[config.mk]
export PLATFORM = sky130hd
export DESIGN_NAME = step_scheduler
export DESIGN_NICKNAME = d
export VERILOG_FILES = /design/src/rtl/step_scheduler.sv
export SDC_FILE = /design/constraint.sdc
export NUM_CORES = 1
export LEC_CHECK = 0
export BUFFER_PORTS_ARGS = -buffer_cell sky130_fd_sc_hd__buf_2
export CELL_PAD_IN_SITES_DETAIL_PLACEMENT = 0
export CELL_PAD_IN_SITES_GLOBAL_PLACEMENT = 1
export CORE_ASPECT_RATIO = 1.2
export CORE_MARGIN = 2
export CORE_UTILIZATION = 39
export DETAILED_ROUTE_END_ITERATION = 10
export GPL_TIMING_DRIVEN = 0
export PLACE_DENSITY = 0.87
export SLEW_MARGIN = 30
export SYNTH_ARGS = -nofsm -noshare
export SYNTH_HDL_FRONTEND = slang
export SYNTH_SLANG_ARGS = --single-unit
[constraint.sdc]
create_clock -name clk -period 2.4 [get_ports clk]
set_clock_uncertainty 0.2 [all_clocks]
set_input_delay 0.48 -clock clk [delete_from_list [all_inputs] [get_ports clk]]
set_output_delay 0.48 -clock clk [all_outputs]
set_load 0.01 [all_outputs]
[src/rtl/step_scheduler.sv]
// Step scheduler: sequences verlet, distance-constraint and fix grants over a mass-spring chain.
// Latency: first grant one cycle after start is accepted; each grant retires on the edge its done is seen.
// Backpressure: a grant holds until acknowledged; with STEP_SCHED_WATCHDOG_EN it is forced off after 256 cycles.
module step_scheduler #(
    parameter int NODES = 5,
    parameter int ITERS = 2
) (
    input  logic             clk,
    input  logic             reset,
    input  logic             start,
    input  logic [NODES-1:0] fixed_mask,
    input  logic [NODES-1:0] node_done,
    input  logic [NODES-2:0] link_done,
    output logic [NODES-1:0] verlet_state,
    output logic [NODES-2:0] link_state,
    output logic [NODES-1:0] fix_state,
    output logic             busy,
    output logic             step_done,
    output logic [31:0]      step_count,
    output logic             timeout_err
);

    localparam int PW = (NODES > 2) ? $clog2(NODES) : 1;
    localparam int LW = NODES - 1;
    localparam logic [PW-1:0] LAST_NODE = PW'(NODES - 1);
    localparam logic [PW-1:0] LAST_LINK = PW'(NODES - 2);
    localparam logic [3:0]    LAST_PASS = 4'(ITERS - 1);

    typedef enum logic [2:0] {
        S_IDLE,
        S_VERLET,
        S_CONSTRAIN,
        S_FIX,
        S_DONE
    } state_t;

    state_t           state_q, state_d;
    logic [PW-1:0]    ptr_q, ptr_d;
    logic [3:0]       pass_q, pass_d;
    logic [NODES-1:0] mask_q, mask_d;
    logic [31:0]      cnt_q, cnt_d;
    logic [NODES-1:0] verlet_q, verlet_d;
    logic [LW-1:0]    link_q, link_d;
    logic [NODES-1:0] fix_q, fix_d;
    logic             busy_q, busy_d;
    logic             sdone_q, sdone_d;

    logic             granted;
    logic             ack;
    logic             advance;
    logic             expire;
    logic [NODES-1:0] link_done_ext;

    // Widen so one pointer can index nodes and links alike.
    assign link_done_ext = {1'b0, link_done};

`ifdef STEP_SCHED_WATCHDOG_EN
    logic [7:0] wd_q, wd_d;
    logic       to_q, to_d;
    assign expire      = granted && !ack && (wd_q == 8'hFF);
    assign timeout_err = to_q;
`else
    assign expire      = 1'b0;
    assign timeout_err = 1'b0;
`endif

    always_comb begin
        state_d = state_q;
        ptr_d   = ptr_q;
        pass_d  = pass_q;
        mask_d  = mask_q;
        cnt_d   = cnt_q;
        granted = 1'b0;
        ack     = 1'b0;
        advance = 1'b0;
        unique case (state_q)
            S_IDLE: begin
                if (start) begin
                    mask_d  = fixed_mask;
                    state_d = S_VERLET;
                    ptr_d   = '0;
                    pass_d  = '0;
                end
            end
            S_VERLET: begin
                granted = !mask_q[ptr_q];
                ack     = node_done[ptr_q];
                advance = !granted || ack || expire;
                if (advance) begin
                    if (ptr_q == LAST_NODE) begin
                        state_d = S_CONSTRAIN;
                        ptr_d   = '0;
                        pass_d  = '0;
                    end else begin
                        ptr_d = ptr_q + 1'b1;
                    end
                end
            end
            S_CONSTRAIN: begin
                granted = 1'b1;
                ack     = link_done_ext[ptr_q];
                advance = ack || expire;
                if (advance) begin
                    if (ptr_q != LAST_LINK) begin
                        ptr_d = ptr_q + 1'b1;
                    end else if (pass_q == LAST_PASS) begin
                        state_d = S_FIX;
                        ptr_d   = '0;
                    end else begin
                        pass_d = pass_q + 1'b1;
                        ptr_d  = '0;
                    end
                end
            end
            S_FIX: begin
                granted = mask_q[ptr_q];
                ack     = node_done[ptr_q];
                advance = !granted || ack || expire;
                if (advance) begin
                    if (ptr_q == LAST_NODE) begin
                        state_d = S_DONE;
                        ptr_d   = '0;
                        cnt_d   = cnt_q + 32'd1;
                    end else begin
                        ptr_d = ptr_q + 1'b1;
                    end
                end
            end
            S_DONE: state_d = S_IDLE;
            default: state_d = S_IDLE;
        endcase

        // Grants are registered, so decode them from the next state.
        verlet_d = '0;
        link_d   = '0;
        fix_d    = '0;
        if (state_d == S_VERLET && !mask_d[ptr_d]) verlet_d = NODES'(1) << ptr_d;
        if (state_d == S_CONSTRAIN)                link_d   = LW'(1) << ptr_d;
        if (state_d == S_FIX && mask_d[ptr_d])     fix_d    = NODES'(1) << ptr_d;
        busy_d  = (state_d != S_IDLE);
        sdone_d = (state_d == S_DONE);
    end

`ifdef STEP_SCHED_WATCHDOG_EN
    always_comb begin
        wd_d = wd_q;
        to_d = to_q | expire;
        if (advance)      wd_d = '0;
        else if (granted) wd_d = wd_q + 8'd1;
    end

    always_ff @(posedge clk or negedge reset) begin
        if (!reset) begin
            wd_q <= '0;
            to_q <= 1'b0;
        end else begin
            wd_q <= wd_d;
            to_q <= to_d;
        end
    end
`endif

    always_ff @(posedge clk or negedge reset) begin
        if (!reset) begin
            state_q  <= S_IDLE;
            ptr_q    <= '0;
            pass_q   <= '0;
            mask_q   <= '0;
            cnt_q    <= '0;
            verlet_q <= '0;
            link_q   <= '0;
            fix_q    <= '0;
            busy_q   <= 1'b0;
            sdone_q  <= 1'b0;
        end else begin
            state_q  <= state_d;
            ptr_q    <= ptr_d;
            pass_q   <= pass_d;
            mask_q   <= mask_d;
            cnt_q    <= cnt_d;
            verlet_q <= verlet_d;
            link_q   <= link_d;
            fix_q    <= fix_d;
            busy_q   <= busy_d;
            sdone_q  <= sdone_d;
        end
    end

    assign verlet_state = verlet_q;
    assign link_state   = link_q;
    assign fix_state    = fix_q;
    assign busy         = busy_q;
    assign step_done    = sdone_q;
    assign step_count   = cnt_q;

endmodule

### After elaboration in Yosys (flattened, before gate mapping)

Index checks and enable logic that the tools add are counted.

| storage, ports and cells | value |
|---|---|
| register bits | 63 |
| input port bits | 17 |
| output and inout port bits | 49 |
| word-level logic and storage cells | 80 |

| operators by class | value |
|---|---|
| $add $sub $neg | 3 |
| order comparisons | 2 |
| eq/ne operators | 16 |
| shift-type cells | 2 |
| muxes and demuxes | 36 |
| reductions and logical operators | 11 |

Operators with widths:

| cell | number |
|---|---|
| $mux W3 | 14 |
| $add A32 B1 Y32 const B | 1 |
| $mux W4 | 7 |
| $pmux W3 S4 | 2 |
| $mux W5 | 4 |
| $bmux W1 S3 | 4 |
| $eq A3 B2 Y1 const B | 4 |
| $ne A2 B2 Y1 const B | 6 |
| $pmux W4 S3 | 1 |
| $lt A3 B4 Y1 const B | 2 |
| $reduce_and A7 Y1 | 1 |
| $eq A3 B1 Y1 const B | 2 |
| $eq A3 B3 Y1 const B | 2 |
| $reduce_bool A3 Y1 | 2 |
| $shl A1 B3 Y5 const A | 1 |
| $add A4 B1 Y4 const B | 1 |
| $eq A4 B1 Y1 const B | 1 |
| $mux W1 | 4 |
| $shl A1 B3 Y4 const A | 1 |
| $add A3 B1 Y3 const B | 1 |
| $logic_not A3 Y1 | 1 |
| $ne A3 B2 Y1 const B | 1 |
| $reduce_and A3 Y1 | 1 |
| $logic_and A1 B1 Y1 | 2 |
| 2 further kinds | 4 |

### Logic depth before layout (Yosys ltp)

Gate-level depths: netlist (run 1).

| depth | value |
|---|---|
| word-level depth | 11 |
| gate-level depth with buffers | 11 |
| gate-level depth less buffers | 8 |

### Worst setup path before layout (run 1)

No wires, ideal clock.

| timing path | value |
|---|---|
| path type | register to register |
| start | reg ptr_q[1] |
| end | reg fix_q[1] (netlist: fix_state[1]) |
| setup time | 0.111 ns |
| data arrival time | 1.987 ns |
| required time | 2.089 ns |
| slack | 0.102 ns |
| stages on the path, launching flop included | 10 |
| buffers on the path | 2 |
| clock period less this slack | 2.298 ns |
| path through | dfrtp_1 > buf_4 > buf_6 > nor2_2 > a32oi_2 > a211oi_4 > a21o_1 > o2111a_4 > inv_4 > a2111oi_2 |

| between the ends | value |
|---|---|
| word-level cells in the longest chain between the ends | 10 |
| elaborated cells on any way between the ends | 32 |
| those cells by class | 1 x add/sub; 3 x eq/ne; 1 x shift; 23 x mux; 4 x reduce/logical |

Ends and longest elaborated chain:

| item | RTL line | text |
|---|---|---|
| from (decl) | 38 | `logic [PW-1:0] ptr_q, ptr_d;` |
| from (signal assigned) | 177 | `ptr_q <= ptr_d;` |
| $bmux W1 S3 | 86, 116 |  |
| $mux W1 (not written as such) | 86, 116 |  |
| $logic_not A1 Y1 | 118 | `advance = !granted \|\| ack \|\| expire;` |
| $logic_or A1 B1 Y1 | 118 |  |
| $mux W3 | 119 | `if (advance) begin` |
| $pmux W3 S4 * | 76 | `unique case (state_q)` |
| named net ptr_d[1] | 38 |  |
| $bmux W1 S3 | 139 | `if (state_d == S_FIX && mask_d[ptr_d]) fix_d = NODES'(1) << ptr_d;` |
| $mux W1 (not written as such) | 139 |  |
| $logic_and A1 B1 Y1 | 139 |  |
| $mux W5 * | 139 |  |
| named net fix_d[1] | 44 | `logic [NODES-1:0] fix_q, fix_d;` |
| to (signal assigned) | 183 | `fix_q <= fix_d;` |
| to (decl) | 44 |  |

The timed path passes the listed nets; every way through them passes the cells marked *. The select of a mux whose other input is x is not followed.
A chain may end at the register's enable or synchronous reset.

### Worst setup path after layout (run 1)

| timing path | value |
|---|---|
| start | reg ptr_q[0] |
| end | reg fix_q[4] (netlist: fix_state[4]) |

| between the ends | value |
|---|---|
| word-level cells in the longest chain between the ends | 10 |
| elaborated cells on any way between the ends | 32 |
| those cells by class | 1 x add/sub; 3 x eq/ne; 1 x shift; 23 x mux; 4 x reduce/logical |

Ends and longest elaborated chain:

| item | RTL line |
|---|---|
| $bmux W1 S3 | 86, 116 |
| $mux W1 (not written as such) | 86, 116 |
| $logic_not A1 Y1 | 118 |
| $logic_or A1 B1 Y1 | 118 |
| $mux W3 | 119 |
| $pmux W3 S4 | 76 |
| $bmux W1 S3 | 139 |
| $mux W1 (not written as such) | 139 |
| $logic_and A1 B1 Y1 | 139 |
| $mux W5 * | 139 |
| named net fix_d[4] | 44 |

Marks and branches as above.

==> results.json, run 1 <==
{
  "drt-pass1-iter-count": 4,
  "synth_seq_cells": 63,
  "antennaDiodeCount": 0,
  "ys_async_sr_fraction_pct": 100,
  "synth_area_sq_um": 3350,
  "drtAntennaViolNets": 0,
  "yosysMostFrequentCell": "dfrtp_1",
  "track_usage_pct": 19.3,
  "rsz0062_at_grt": "yes",
  "die_y_microns": 106,
  "final_nets": 431,
  "p_int_mw": 3.03,
  "dieArea_sq_um": 9350,
  "clk_latency_ns": 0.35,
  "finalHoldViolCount": 0,
  "p_leak_nw": 2.15,
  "comb_power_share_pct": 56.6,
  "switching_share_pct": 43.0,
  "clockBufferDepth": 2,
  "required_ns": 2.45,
  "slowest_stage": "dfrtp_2",
  "setup_violations": 8,
  "cts_inserted_buffers": 9,
  "status": "finished, violations left",
  "synth_common_cells": "dfrtp_1, nand2_1, xnor2_1",
  "worst_pin_slew_ns": 0.789,
  "min_path_type": "input port to asynchronous set/reset pin",
  "core_sq_um": 8470,
  "drc": 0,
  "clockRootBuffer": "clkbuf_8",
  "die_w_microns": 88.6,
  "place_inst": 498,
  "syn2layout_area_growth_pct": 39.3,
  "drv_cap": 0,
  "synth_cell_type_count": 60,
  "synth.avg_cell_area_sq_um": 10.6,
  "critPathMaxFanout": 6,
  "netSwitchingPower_mw": 2.29,
  "finalCriticalPeriod_ns": 2.45,
  "final_cells": 529,
  "r2r-end": "fix_state[4]",
  "rr_startpoint": "ptr_q[0]",
  "cp.buffers_inverters": 2,
  "whs_ns": 0.0145,
  "yosys-top-cells-area": "dfrtp_1, xnor2_1, nand2_1, nand3_1, and3_1",
  "violations": "setup timing",
  "synth.yosys.seq_area_share_pct": 47.1,
  "drive_gt1_share_pct": 43.4,
  "start_util_pct": 39.6,
  "place_ws_ns": -0.279,
  "reg2reg_depth": 8,
  "arrival_ns": 2.50,
  "vias": 2811,
  "port_buffers": 64,
  "max-vdd-ir-drop_mv": 0.925,
  "crit_chain": "buf_12, nor4b_4, nor2_2, buf_4, a21o_1, a221o_1, and2_2, nor4_4",
  "max_freq_ghz": 0.408,
  "grt_pass1_wl_mm": 13.8,
  "maxSlewHeadroom_pct": 47.4,
  "endpoint_kind": "flop",
  "powerDensity_nw_per_um2": 1140,
  "syn_inst": 317,
  "fin_ws_ns": -0.0531,
  "yosys.area.top_type_share_pct": 47.1,
  "cts_sinks": 63,
  "fp-row-count": 37,
  "htreeDepth": 3,
  "grt_pass1_vias": 2833,
  "hpwl_mm": 5.68,
  "tns_ns": -0.326,
  "clockPowerShare_pct": 18.5,
  "wl_mm": 8.72,
  "clkTransAtPathRegs_ns": 0.07,
  "path_class": "flop to flop",
  "synth-edff-count": 0,
  "synth_fp_nets": 341,
  "cts_tree": "built",
  "crit_family": "simple AND/OR/NAND/NOR gates",
  "via_per_inst": 5.31,
  "r2r_slack_ns": -0.05,
  "fin_crit_sh_pct": 102,
  "antenna_found_initial": 0,
  "finalPower_mw": 5.32,
  "startpoint_type": "flop",
  "yosysWarningCount": 0,
  "pwr-share-seq_pct": 24.9,
  "grt_max_degree": 64,
  "fillers": 717,
  "critical_path.max_stage_delay_ns": 0.47,
  "synth_top_cell_by_area": "dfrtp_1",
  "place_congestion": 0.829,
  "drtIter0Drc": 195,
  "io_pins": 66,
  "overflow": 0,
  "ys.flop_type": "dfrtp_1",
  "wl_per_cell_microns": 16.5,
  "drv_slew": 0
}
[worst reg2reg max path: stages, from the launching register on]
cell and delay, ns:
dfrtp_2 0.47, buf_12 0.16, nor4b_4 0.32, nor2_2 0.10
buf_4 0.14, a21o_1 0.18, a221o_1 0.34, and2_2 0.23
nor4_4 0.21
[cell type report]
type                       instances  area [sq um]  area share, %
buffer                             8          88.8           1.90
clock buffer                      12           155           3.32
clock inverter                     4          53.8           1.15
inverter                          11          60.1           1.29
multi-input combinational        233          2090           44.7
sequential                        63          1580           33.8
tap                              117           146           3.14
timing repair buffer              81           495           10.6
[sequential cells by signal, summed over array words and instances (netlist names)]
signal        count
busy              1
state_q           3
step_done         1
link_state        4
fix_state         5
step_count       32
mask_q            5
pass_q            4
ptr_q             3
verlet_state      5
[cells in the final DEF, fill, tap and decap left out, types with 3 or more instances in the layout]
cell	n
buf_2	65
dfrtp_1	61
nand2_1	30
xnor2_1	21
nor2_1	13
buf_4	13
nand3_1	12
and3_1	11
nand4_1	11
clkbuf_8	11
xor2_1	10
nor3_1	8
inv_1	7
nand3_2	6
buf_6	5
o21ai_0	5
ha_1	5
nor2_2	4
and2_1	4
or3_1	4
nor3_4	4
nor4b_4	4
nor4_4	4
nor3_2	4
and4_1	4
buf_12	3
clkinvlp_4	3
a21o_1	3
[metrics by stage]
step	util, %	area (sq um)
2_1_floorplan	-	3350
3_3_place_gp	45.1	3820
3_5_place_dp	45.1	3820
4_1_cts	51.1	4330
5_1_grt	55.1	4670
6_report	55.1	4670
[what timing repair did]
item | 4_1_cts | 5_1_grt
hold endpoints to repair | 0 | 0
endpoints found under the setup margin | 38 | 36
hold buffers | 0 | 0
buffers inserted | 6 | 10
cloned | 0 | 1
pin swaps | 12 | 21
gates resized for setup | 46 | 51
[how the worst max path moves through the flow]
stage                           end  cells after the start  startpoint  slack, ns
finish                 fix_state[4]                      8    ptr_q[0]      -0.05
global route        verlet_state[3]                      7  state_q[0]      -0.15
CTS                    fix_state[3]                      8    ptr_q[1]      -0.05
detailed placement   step_count[18]                      9    ptr_q[1]      -0.28
global placement     step_count[14]                      9    ptr_q[1]      -0.27
floorplan              fix_state[1]                      9    ptr_q[1]       0.10
[layer usage]
metal / up-vias / track usage [%] / wire length (microns)
met4: 0 / 11.0 / 223
li1: 1326 / - / -
met2: 83 / 30.3 / 4440
met1: 1386 / 24.5 / 3670
met3: 16 / 3.60 / 379
met5: - / 0 / 0
[power groups by stage]
stage / Combinational, mW / Clock (mW) / Sequential [mW]
6_report: 3.01 / 0.982 / 1.33
5_1_grt: 3.17 / 1.05 / 1.34
4_1_cts: 2.26 / 1.00 / 1.31
3_5_place_dp: 1.77 / 0 / 1.32
3_3_place_gp: 1.75 / 0 / 1.31
2_1_floorplan: 1.35 / 0 / 1.31
[cells by family (layout without fill, tap and decap cells)]
family                     count (synthesis)  count (layout)  synth area share, %
and+or+nand+nor                          148             148                 25.9
DFF                                       63              63                 47.0
AOI/OAI and AO/OA                         37              37                 10.1
xor gates and xnor gates                  31              31                 8.10
buffers and inverters                     21             116                 3.36
muxes                                      9               9                 2.80
adders and majority gates                  7               7                 2.61
other                                      1               1                0.112
No activity file was read; power rests on OpenSTA's default activity.
==> run 2: changes to the inputs <==
--- a/config.mk
+++ b/config.mk
@@ -5,15 +5,16 @@
 export SDC_FILE = /design/constraint.sdc
 export NUM_CORES = 1
 export LEC_CHECK = 0
+export ABC_AREA = 1
 export BUFFER_PORTS_ARGS = -buffer_cell sky130_fd_sc_hd__buf_2
 export CELL_PAD_IN_SITES_DETAIL_PLACEMENT = 0
 export CELL_PAD_IN_SITES_GLOBAL_PLACEMENT = 1
 export CORE_ASPECT_RATIO = 1.2
 export CORE_MARGIN = 2
-export CORE_UTILIZATION = 39
+export CORE_UTILIZATION = 37
 export DETAILED_ROUTE_END_ITERATION = 10
 export GPL_TIMING_DRIVEN = 0
-export PLACE_DENSITY = 0.87
+export PLACE_DENSITY = 0.86
 export SLEW_MARGIN = 30
 export SYNTH_ARGS = -nofsm -noshare
 export SYNTH_HDL_FRONTEND = slang
==> run 2 against run 1 <==
Net effect: the run now ends clean; combinational power is 17% lower; register-to-register slack better by 0.05 ns; sequential power increased by 5%; largest power group unchanged.
==> results.json, run 2 <==
{
  "status": "finished, final reports clean",
  "place_ws_ns": -0.172,
  "synth_cell_type_count": 38,
  "tns_ns": 0,
  "endpoint": "fix_state[3]",
  "finalHoldViolCount": 0,
  "placed_area_sq_um": 4080,
  "max-vdd-ir-drop_mv": 0.451,
  "arrival_ns": 2.41,
  "drv_slew": 0,
  "drtAntennaViolNets": 0,
  "setup_violations": 0,
  "start_util_pct": 37.9,
  "synth_top_cell_by_area": "dfrtp_1",
  "max_freq_ghz": 0.417,
  "synth_common_cells": "nand2_1, dfrtp_1, inv_1",
  "min_path_type": "input port to asynchronous set/reset pin",
  "cts_sinks": 63,
  "antenna_found_initial": 0,
  "postCtsHoldBufs": 0,
  "syn2layout_area_growth_pct": 35.2,
  "hpwl_mm": 6.47,
  "fp-row-count": 39,
  "required_ns": 2.41,
  "drc": 0,
  "layout_common_cells": "nand2_1, buf_2, dfrtp_1",
  "largest_reg_flops": 32,
  "track_usage_pct": 17.8,
  "reg2reg_depth": 20,
  "ys.flop_type": "dfrtp_1",
  "final_nets": 580,
  "synth_fp_nets": 471,
  "synth.yosys.seq_area_share_pct": 43.7,
  "layout_commonest_cell": "nand2_1",
  "endpoint_kind": "flop",
  "synth.avg_cell_area_sq_um": 8.07,
  "die_y_microns": 112,
  "critPathMaxFanout": 6,
  "finalCriticalPeriod_ns": 2.40,
  "dieArea_sq_um": 10600,
  "port_buffers": 64,
  "synth-edff-count": 0,
  "fin_ws_ns": 0.00114,
  "clockRootBuffer": "clkbuf_16",
  "fin_crit_sh_pct": 100,
  "core_sq_um": 9520,
  "startpoint_type": "flop",
  "r2r-end": "fix_state[3]",
  "place_congestion": 0.881,
  "grt_pass1_wl_mm": 14.9,
  "yosys.area.top_type_share_pct": 43.7,
  "met2_usage_pct": 31.0,
  "path_common_cell": "nand2_2",
  "yosysMostFrequentCell": "nand2_1",
  "rr_startpoint": "ptr_q[0]",
  "antennaDiodeCount": 0,
  "drt-pass1-iter-count": 4,
  "worst_pin_slew_ns": 0.790,
  "vias": 3270,
  "critical_path.max_stage_delay_ns": 0.40,
  "slowest_stage": "dfrtp_1",
  "setup.worst_path.start": "ptr_q[0]",
  "whs_ns": 0.0506,
  "ys_async_sr_fraction_pct": 100,
  "cts_tree": "built",
  "clkTransAtPathRegs_ns": 0.05,
  "wl_per_cell_microns": 13.6,
  "synth_seq_cells": 63,
  "maxSlewHeadroom_pct": 47.4,
  "grtUsageMet1_pct": 21.3,
  "overflow": 0,
  "cts_inserted_buffers": 9,
  "via_per_inst": 4.79,
  "grt.busiest_layer": "met2",
  "grt_max_degree": 64,
  "crit_chain": "buf_6, inv_8, nand2_1, nand3_2, nand2_2, a21oi_4, nand2_4, buf_6, clkinvlp_4, nand3_2, o21ai_2, inv_2, nand3_4, inv_4, nand2_2, nand2_2, nand2_2, nand2_2, nand2_4, nor2_1",
  "htreeDepth": 3,
  "drtIter0Drc": 162,
  "synth_area_sq_um": 3610,
  "r2r_slack_ns": 0.001,
  "yosys-top-cells-area": "dfrtp_1, nand2_1, inv_1, xor2_1, nor2_1",
  "wl_mm": 9.26,
  "io_pins": 66,
  "clk_latency_ns": 0.32,
  "p_leak_nw": 2.57,
  "drive_gt1_share_pct": 35.5,
  "drv_cap": 0,
  "die_w_microns": 94.1,
  "powerDensity_nw_per_um2": 1060,
  "syn_inst": 447,
  "clockBufferDepth": 2,
  "rsz0062_at_grt": "yes",
  "grt_pass1_vias": 3246,
  "finalInstanceArea_sq_um": 4880,
  "met3_usage_pct": 3.36,
  "path_class": "flop to flop",
  "yosysWarningCount": 0
}
run 2: where the power goes:
group          switching [mW]  internal [mW]  leakage, nW  total (mW)
Sequential              0.143           1.24        0.810        1.39
Combinational            1.54          0.971         1.62        2.51
Clock                   0.450          0.824        0.141        1.27
Total                    2.14           3.04         2.57        5.17
run 2: cells by family after synthesis:
family	Yosys count	synth area share (%)
simple gates	251	34.5
buf+inv	68	7.70
flops	63	43.7
xor+xnor	30	7.28
compound gates	26	3.95
fa+ha+maj	7	2.43
other cells	1	0.104
mux	1	0.277
run 2: critical path: cells and delay by family, from the launching register on:
kind,cells,cell delay (ns)
buf+inv,6,0.54
simple gates,12,0.85
flops,1,0.40
compound gates,2,0.29
run 2: worst min-delay path by stage:
| stage | end | slack [ns] | cells after the start |
|---|---|---|---|
| final | step_count[16] | 0.05 | 1 |
| after detailed placement | step_count[19] | 0.30 | 1 |
| after global placement | step_count[7] | 0.30 | 1 |
| after floorplan | busy | -0.02 | 0 |
| after global routing | step_count[15] | 0.11 | 1 |
| after CTS | step_count[14] | 0.07 | 1 |
run 2: metrics by stage:
stage                     total power, mW  std cells  util (%)
final                                5.17        683      51.3
after detailed placement             3.19        634      42.9
after floorplan                      2.73        447         -
after global placement               3.15        634      42.9
after CTS                            4.77        669      48.5
after global routing                 5.54        683      51.3
run 2: what timing repair did:
| action | 4_1_cts | 5_1_grt |
|---|---|---|
| setup endpoints to repair | 15 | 28 |
| gates resized for setup | 27 | 45 |
| cloned | 1 | 0 |
| pin swaps | 20 | 24 |
| setup buffers | 19 | 14 |
run 2: routing by layer:
layer / vias up / part of all wire (%)
met4: 0 / 1.9
met2: 73 / 53
met3: 14 / 3.9
met5: - / 0
met1: 1558 / 41
li1: 1625 / -
run 2: area by class of cell:
cell class	count	area [sq um]
clock buffer	10	239
clock inverter	5	58.8
inverter	63	255
timing repair buffer	98	594
sequential	63	1580
buffer	5	38.8
multi-input combinational	316	1960
fill	905	4640
tap	123	154
